## src/rtl/accum_bank_pkg.sv

```systemverilog
// accum_bank_pkg
//   Shared types and constants for the accumulator bank.
//   - fsm_e          : clear-all sequencer states
//   - sat_max/sat_min: saturation limits for a given accumulator width and
//                      signedness, returned right-aligned in a MAX_W-bit
//                      word (callers slice the low WIDTH bits).
package accum_bank_pkg;

    // Widest accumulator the saturation helpers can describe.
    localparam int MAX_W = 64;

    typedef enum logic {
        IDLE     = 1'b0,
        CLEARING = 1'b1
    } fsm_e;

    // Largest representable value: 2^w-1 unsigned, 2^(w-1)-1 signed.
    function automatic logic [MAX_W-1:0] sat_max(input int width, input bit is_signed);
        logic [MAX_W-1:0] ones;
        ones = '1;
        return is_signed ? (ones >> (MAX_W - width + 1)) : (ones >> (MAX_W - width));
    endfunction

    // Smallest representable value: -2^(w-1) signed, 0 unsigned.
    function automatic logic [MAX_W-1:0] sat_min(input int width, input bit is_signed);
        logic [MAX_W-1:0] one;
        one = MAX_W'(1);
        return is_signed ? (one << (width - 1)) : '0;
    endfunction

endpackage

```

## src/rtl/accum_sat_add.sv

```systemverilog
// accum_sat_add
//   Combinational extend + add + overflow detect, with optional clamp.
//   Ports:
//     i_sum    [WIDTH-1:0]     current running sum
//     i_amt    [IN_WIDTH-1:0]  addend (sign- or zero-extended per SIGNED)
//     o_result [WIDTH-1:0]     wrapped or clamped new sum
//     o_ovf                    this addition overflowed
module accum_sat_add
    import accum_bank_pkg::*;
#(
    parameter int WIDTH    = 32,
    parameter int IN_WIDTH = 16,
    parameter int SIGNED   = 0,
    parameter int SATURATE = 0
) (
    input  logic [WIDTH-1:0]    i_sum,
    input  logic [IN_WIDTH-1:0] i_amt,
    output logic [WIDTH-1:0]    o_result,
    output logic                o_ovf
);

    localparam logic [MAX_W-1:0] MAX_FULL = sat_max(WIDTH, SIGNED != 0);
    localparam logic [MAX_W-1:0] MIN_FULL = sat_min(WIDTH, SIGNED != 0);
    localparam logic [WIDTH-1:0] SAT_HI   = MAX_FULL[WIDTH-1:0];
    localparam logic [WIDTH-1:0] SAT_LO   = MIN_FULL[WIDTH-1:0];

    logic [WIDTH-1:0] w_ext;
    logic [WIDTH:0]   w_full;
    logic             w_ovf;

    generate
        if (IN_WIDTH == WIDTH) begin : g_no_ext
            assign w_ext = i_amt;
        end else begin : g_ext
            logic w_fill;
            assign w_fill = (SIGNED != 0) ? i_amt[IN_WIDTH-1] : 1'b0;
            assign w_ext  = {{(WIDTH-IN_WIDTH){w_fill}}, i_amt};
        end
    endgenerate

    // One extra bit keeps the unsigned carry out.
    assign w_full = {1'b0, i_sum} + {1'b0, w_ext};

    always_comb begin
        // Signed: same-sign operands producing an opposite-sign result.
        // Unsigned: carry out of the top bit.
        if (SIGNED != 0)
            w_ovf = (i_sum[WIDTH-1] == w_ext[WIDTH-1]) && (w_full[WIDTH-1] != i_sum[WIDTH-1]);
        else
            w_ovf = w_full[WIDTH];

        o_ovf    = w_ovf;
        o_result = w_full[WIDTH-1:0];
        if ((SATURATE != 0) && w_ovf) begin
            // Signed overflow direction follows the (shared) operand sign.
            if ((SIGNED != 0) && i_sum[WIDTH-1])
                o_result = SAT_LO;
            else
                o_result = SAT_HI;
        end
    end

endmodule

```

## src/rtl/accum_bank.sv

```systemverilog
// accum_bank
//   CHANNELS independent WIDTH-bit running sums fed one addend per cycle,
//   with a registered read port (optional clear-on-read), sticky per-channel
//   overflow and a one-channel-per-cycle clear-all sequence.
//   Ports:
//     clk, reset          clock (rising edge), async active-high reset
//     in_valid/in_ready   addend handshake; in_ready low only while clearing
//     in_ch, in_amt       target channel and addend
//     clr_all             pulse to start the clear-all sequence
//     rd_req, rd_ch       read request (taken only when in_ready=1)
//     rd_valid            one-cycle pulse, rd_sum/rd_ovf valid
//     rd_sum, rd_ovf      read channel's sum and sticky overflow
//     ovf_flags           live sticky overflow flags
//     busy                clear-all in progress (~in_ready)
module accum_bank
    import accum_bank_pkg::*;
#(
    parameter int WIDTH     = 32,
    parameter int IN_WIDTH  = 16,
    parameter int CHANNELS  = 4,
    parameter int SIGNED    = 0,
    parameter int SATURATE  = 0,
    parameter int CLR_ON_RD = 0,
    localparam int CH_W     = $clog2(CHANNELS)
) (
    input  logic                clk,
    input  logic                reset,
    input  logic                in_valid,
    output logic                in_ready,
    input  logic [CH_W-1:0]     in_ch,
    input  logic [IN_WIDTH-1:0] in_amt,
    input  logic                clr_all,
    input  logic                rd_req,
    input  logic [CH_W-1:0]     rd_ch,
    output logic                rd_valid,
    output logic [WIDTH-1:0]    rd_sum,
    output logic                rd_ovf,
    output logic [CHANNELS-1:0] ovf_flags,
    output logic                busy
);

    localparam logic [CH_W:0]   CH_LIM  = (CH_W+1)'(CHANNELS);
    localparam logic [CH_W-1:0] CH_LAST = CH_W'(CHANNELS - 1);

    fsm_e                            r_state;
    logic [CH_W-1:0]                 r_clr_idx;
    logic [CHANNELS-1:0][WIDTH-1:0]  r_sum;
    logic [CHANNELS-1:0]             r_ovf;
    logic                            r_rd_valid;
    logic [WIDTH-1:0]                r_rd_sum;
    logic                            r_rd_ovf;

    logic             w_ready;
    logic             w_in_ok;
    logic             w_rd_ok;
    logic             w_acc;
    logic             w_rd_acc;
    logic             w_clr_hit;
    logic [WIDTH-1:0] w_base;
    logic [WIDTH-1:0] w_result;
    logic             w_add_ovf;
    logic             w_new_ovf;

    assign w_ready  = (r_state == IDLE);
    assign w_in_ok  = ({1'b0, in_ch} < CH_LIM);
    assign w_rd_ok  = ({1'b0, rd_ch} < CH_LIM);
    // Out-of-range addends complete the handshake but touch nothing.
    assign w_acc    = in_valid && w_ready && w_in_ok;
    assign w_rd_acc = rd_req && w_ready;

    // Clear-on-read racing an addend to the same channel: the addend starts
    // from zero, so it cannot overflow and the old flag is discarded.
    assign w_clr_hit = (CLR_ON_RD != 0) && w_rd_acc && w_rd_ok && (rd_ch == in_ch);
    assign w_base    = w_clr_hit ? '0 : r_sum[in_ch];

    accum_sat_add #(
        .WIDTH    (WIDTH),
        .IN_WIDTH (IN_WIDTH),
        .SIGNED   (SIGNED),
        .SATURATE (SATURATE)
    ) u_add (
        .i_sum    (w_base),
        .i_amt    (in_amt),
        .o_result (w_result),
        .o_ovf    (w_add_ovf)
    );

    assign w_new_ovf = w_clr_hit ? w_add_ovf : (r_ovf[in_ch] | w_add_ovf);

    always_ff @(posedge clk or posedge reset) begin
        if (reset) begin
            r_state    <= IDLE;
            r_clr_idx  <= '0;
            r_sum      <= '0;
            r_ovf      <= '0;
            r_rd_valid <= 1'b0;
            r_rd_sum   <= '0;
            r_rd_ovf   <= 1'b0;
        end else begin
            // Read port samples storage before this cycle's writes land.
            r_rd_valid <= w_rd_acc;
            if (w_rd_acc) begin
                r_rd_sum <= w_rd_ok ? r_sum[rd_ch] : '0;
                r_rd_ovf <= w_rd_ok ? r_ovf[rd_ch] : 1'b0;
            end

            case (r_state)
                IDLE: begin
                    if (clr_all) begin
                        r_state   <= CLEARING;
                        r_clr_idx <= '0;
                    end
                end
                CLEARING: begin
                    r_sum[r_clr_idx] <= '0;
                    r_ovf[r_clr_idx] <= 1'b0;
                    if (r_clr_idx == CH_LAST) begin
                        r_state   <= IDLE;
                        r_clr_idx <= '0;
                    end else begin
                        r_clr_idx <= r_clr_idx + 1'b1;
                    end
                end
                default: r_state <= IDLE;
            endcase

            // Reads and addends only happen in IDLE, so they never race the
            // clear sequence. The addend write comes last so it wins over a
            // same-channel clear-on-read.
            if ((CLR_ON_RD != 0) && w_rd_acc && w_rd_ok) begin
                r_sum[rd_ch] <= '0;
                r_ovf[rd_ch] <= 1'b0;
            end
            if (w_acc) begin
                r_sum[in_ch] <= w_result;
                r_ovf[in_ch] <= w_new_ovf;
            end
        end
    end

    assign in_ready  = w_ready;
    assign busy      = ~w_ready;
    assign rd_valid  = r_rd_valid;
    assign rd_sum    = r_rd_sum;
    assign rd_ovf    = r_rd_ovf;
    assign ovf_flags = r_ovf;

endmodule

```

## config.mk

```make
export PLATFORM = sky130hd
export DESIGN_NAME = accum_bank
export DESIGN_NICKNAME = d
export VERILOG_FILES = /design/src/rtl/accum_bank_pkg.sv /design/src/rtl/accum_sat_add.sv /design/src/rtl/accum_bank.sv
export SDC_FILE = /design/constraint.sdc
export NUM_CORES = 1
export LEC_CHECK = 0
export CELL_PAD_IN_SITES_DETAIL_PLACEMENT = 0
export CELL_PAD_IN_SITES_GLOBAL_PLACEMENT = 1
export CORE_UTILIZATION = 40
export CTS_CLUSTER_DIAMETER = 120
export CTS_CLUSTER_SIZE = 14
export DETAILED_ROUTE_END_ITERATION = 10
export GPL_ROUTABILITY_DRIVEN = 1
export PLACE_DENSITY = 0.76
export SYNTH_ARGS = -nofsm -noshare
export SYNTH_HDL_FRONTEND = slang
export SYNTH_SLANG_ARGS = --single-unit
```

## constraint.sdc

```tcl
create_clock -name clk -period 5.2 [get_ports clk]
set_input_delay 1.04 -clock clk [delete_from_list [all_inputs] [get_ports clk]]
set_output_delay 1.04 -clock clk [all_outputs]
set_load 0.01 [all_outputs]
```

======== Word level (Yosys, flattened, before mapping) ========
Cells that the tools add are included.
word-level totals
  output and inout port bits .............. 40
  bits of input ports ..................... 25
  register bits after elaboration ......... 169
  word-level logic and storage cells ...... 57
cells by class
  magnitude comparators ................... 5
  equal/unequal tests ..................... 2
  bitwise gates (word level) .............. 6
  add/subtract/negate cells ............... 2
  reductions and logical operators ........ 4
  multiplexer cells ....................... 28
operator list
  cell                                                               count
  2-to-1 mux 128 bit                                                 2
  bitwise AND 128 bit                                                1
  binary-select mux 32 bit (select 2 bit)                            2
  bitwise mux 128 bit                                                1
  demux 32 bit (select 2 bit)                                        2
  2-to-1 mux 32 bit                                                  4
  inverter 128 bit                                                   1
  adder 32 x 16 -> 33 bit                                            1
  less-than comparator 2 x 3 -> 1 bit, second input constant         3
  2-to-1 mux 4 bit                                                   2
  2-to-1 mux 1 bit                                                   6
  bitwise AND 4 bit                                                  1
  binary-select mux 1 bit (select 2 bit)                             2
  bitwise mux 4 bit                                                  1
  demux 1 bit (select 2 bit)                                         2
  greater-or-equal comparator 2 x 1 -> 1 bit, second input constant  2
  logical AND 1 bit                                                  4
  2-to-1 mux 2 bit                                                   2
  inverter 4 bit                                                     1
  one-hot mux 2 bit (2 select lines)                                 1
  adder 2 x 1 -> 2 bit, second input constant                        1
  equality test 2 bit, second input constant                         1
  inequality test 2 bit, second input constant                       1
  one-hot mux 1 bit (2 select lines)                                 1
  2 further kinds                                                    2

======== Depth between registers and ports, before layout ========
  depth after elaboration ................. 9
  mapped depth ............................ 13
  mapped depth without buffers ............ 10

======== Hierarchy ========
A second synthesis with hierarchy kept.
unflattened totals
  cell total of the unflattened synthesis .. 975
  area total of the unflattened synthesis .. 9,405.3 µm²
by module, submodules not included
  module         times used  area each (µm²)  sequential area each (µm²)  cells an instance
  accum_bank     1           8,291.7          4,229.1                     822
  accum_sat_add  1           1,113.6          0.0                         153

======== Least setup slack after synthesis ========
OpenSTA, ideal clock, no wires.
  path kind ............................... input port to flip-flop
  start ................................... in in_ch[1]
  end ..................................... reg r_sum[22] in the netlist's numbering
  path buffers ............................ 4
  required time ........................... 5.066 ns
  slack ................................... 0.810 ns
  cell stages on the path ................. 13
  arrival time ............................ 4.256 ns
  setup time .............................. 0.134 ns
  cells stage by stage .................... buf_2 buf_2 buf_1 clkbuf_1 mux4_2 ha_1 a21oi_1 a21boi_0 a311oi_1 a31oi_4 nand4_1 xor2_1 o21ai_0
between the ends
  longest elaborated chain between the ends .. 6
  elaborated cells between the ends (all ways) .. 10
  those cells by class .................... 1 x add/sub; 2 x order compare; 6 x mux; 1 x reduce/logical
RTL lines
  item                                                                             RTL line           text
  start, declared                                                                  accum_bank.sv:30   input logic [CH_W-1:0] in_ch,
  parallel branches: the longest is 4 deep, another holds adder 32 x 16 -> 33 bit  --
  bitwise mux 128 bit *                                                            accum_bank.sv:135  r_sum[in_ch] <= w_result;
  2-to-1 mux 128 bit *                                                             accum_bank.sv:134  if (w_acc) begin
  end signal, assigned by index                                                    accum_bank.sv:135
  end, declared                                                                    accum_bank.sv:47   logic [CHANNELS-1:0][WIDTH-1:0] r_sum;
Every way passes the cells marked *. The select of a mux whose other input is x is not followed.
A chain may end at the register's enable or synchronous reset.

======== Final worst setup path ========
  start ................................... in in_ch[0]
  end ..................................... reg r_sum[20] in the netlist's numbering
Same word-level chain as after synthesis.

==> run metrics <==
Max stage delay cell, worst path=mux4_2; uppermost layer routed=met4; top cells by count, synth=dfrtp_1, nand3_1, o21ai_0; Skew-Pair Late Insertion Delay=0.44 ns; R2R Path Start=r_sum[0]; Peak VDD IR=0.413 mV; MaxCap Viol Count=0; fin nets=842; vias in the first global route=6452; area taken by multi-input logic gates=4520 um^2; Hold Buf Count CTS=0; FF-to-FF setup slack=1.92 ns; Initial Util=41.1%; WHS Endpoint=rd_sum[5]; failing checks=design-rule violations; Final Non-Filler Cells=1089; worst r2r path cells=10; Slew @ Worst Pin=1.07 ns; final period utilization=77.8%; Synth top area share=46.7%; Worst-path clk slew=0.07 ns; worst-path cell chain=buf_2 -> buf_4 -> mux4_2 -> fa_1 -> a21o_1 -> a221o_1 -> nand3_1 -> a31oi_4 -> nand3_1 -> xor2_1 -> o21ai_0; Final GP Congestion=0.786; Worst Clk Skew=0.0137 ns; number of enable flip-flop cells after synthesis=0; fin worst setup slack=1.16 ns; total I/O pin count=65; vias per cell=5.84; sequential area share after synthesis=46.7%; met3 wire length=1.04 mm; post-cts sizing count=0; Data arrival, critical path=4.35 ns; largest net degree at the start of global routing=170; DP Cell Count=1057; initial antenna violation count=0; global-route wire length before repair=36.7 mm; floorplan core area=22000 um^2; Power Total=4570 uW; Routed WL=22.2 mm; Num CTS Buffers=17; normalized max-slew margin=28.5%; worst setup path startpoint=in_ch[0]; dominant synthesized flop cell=dfrtp_1; Filler Cell Count=1993; P&R area growth vs syn=15.4%; Distinct cells, synth=52; largest area contributor in the netlist=dfrtp_1; Synth Cell Area=9050 um^2; site row count=54; FF+latch area=4230 um^2; CTS Sinks=169; Root Driver=clkbuf_16; RSZ-0062 raised after global routing=false; Slew Viols, Final=0; Post-Syn Nets=810; antenna cells=0; Die Ht=152 um; Peak Freq=0.247 GHz; Finished Core Util=47.4%; startpoint types=input pin; layout cells sized above 1=22.5%; Mapped Cells=764; CP Capture Type=flip-flop; HP Start=rd_sum[5]; dpl ws=0.659 ns; setup tns final=0 ns; Synth Area per Inst=11.8 um^2; DR WL met2=10.6 mm; hold path depth=1; pwr dens=438 nW/um^2; H-tree depth=4; most frequent cell after synthesis=dfrtp_1; synth top area cells=dfrtp_1, mux4_2, nand3_1; die area=23200 um^2; grt total ovfl=0; DP Wirelength=13.4 mm; DR DRC count=5; Async SR Flop Fraction=100%; Leak=0.00436 uW; drt first pass iters=8; M1 WL=10.3 mm; slowest cell delay on critical path=0.56 ns; post-CTS setup buffer count=0; CP bufs+invs=2; Die X-Extent=152 um; status=finished with violations; port bufs=64; Data required, critical path=5.50 ns; final hold violation count=0; cell family with most CP delay=compound AO/OA/AOI/OAI gates; HP Class=reg -> reg; warning count from the yosys run=0; CP most frequent cell=nand3_1; clk buf depth=2; vias=6364; post-route antenna net violation count=0; TritonCTS clock tree=yes; min cycle time layout=4.04 ns; wire per inst=20.3 um; terminus of the critical flop-to-flop path=r_sum[20]; flop and latch count out of synthesis=169; crit path kind=in -> reg; instance count on the critical path=11; Final setup violation count=0; GRT Overall Usage=20.4%; CP max FO=12; initial DRC count=494
layer usage:
| metal | vias up | global-route usage, % |
|---|---|---|
| met5 | - | 0 |
| met4 | 0 | 5.20 |
| met3 | 20 | 4.01 |
| met2 | 166 | 32.8 |
| met1 | 3257 | 28.5 |
| li1 | 2921 | - |
cells by family (layout without fill, tap and decap cells):
family	Yosys count	in the layout	synth area share [%]
AND/OR/NAND/NOR	197	197	12.0
AO/OA/AOI/OAI	175	175	10.8
flip-flops	169	169	46.7
multiplexers	99	99	20.5
buffers and inverters	75	120	3.55
XOR/XNOR	28	28	3.37
adder cells (fa/ha/maj)	21	21	2.99
state kept, by name (all words and copies together) (netlist names):
name and count:
r_sum 128, r_clr_idx 2, rd_valid 1, ovf_flags 4, busy 1, rd_ovf 1, rd_sum 32
layout by cell type, fill, tap and decap left out, types with 8 or more instances in the layout:
| cell type | Yosys | routed |
|---|---|---|
| nand2_1 | 22 | 16 |
| buf_4 | 0 | 12 |
| o21ai_0 | 101 | 101 |
| clkbuf_16 | 0 | 17 |
| dfrtp_1 | 169 | 169 |
| o21ai_1 | 36 | 36 |
| mux2_2 | 33 | 33 |
| xnor2_1 | 8 | 8 |
| xor2_1 | 12 | 12 |
| ha_1 | 20 | 20 |
| nand3_1 | 141 | 141 |
| inv_1 | 11 | 10 |
| a21oi_1 | 16 | 16 |
| clkdlybuf4s50_1 | 0 | 61 |
| mux4_2 | 66 | 66 |
metrics by stage:
stage          hold slack [ns]  area [um^2]
6_report                 0.507        10400
5_1_grt                  0.527        10400
4_1_cts                  0.510        10400
3_5_place_dp             0.494         9880
3_3_place_gp             0.490         9880
2_1_floorplan            0.481         9050
area by class of cell:
cell class	count	area share (%)
multi-input combinational	520	43.3
sequential	169	40.5
timing repair buffer	77	7.05
clock buffer	20	4.28
tap	280	3.35
clock inverter	12	1.11
inverter	11	0.431
where the power goes:
part           internal (uW)  switching [uW]
combinational            657             891
sequential              1590             201
clock                    676             558
total                   2920            1650
how the worst max path moves through the flow:
stage,endpoint
after CTS,r_sum[20]
after detailed placement,r_sum[20]
after floorplan,r_sum[22]
after global routing,r_sum[54]
final,r_sum[20]
after global placement,r_sum[20]
Power figures use the tool's default switching activity.
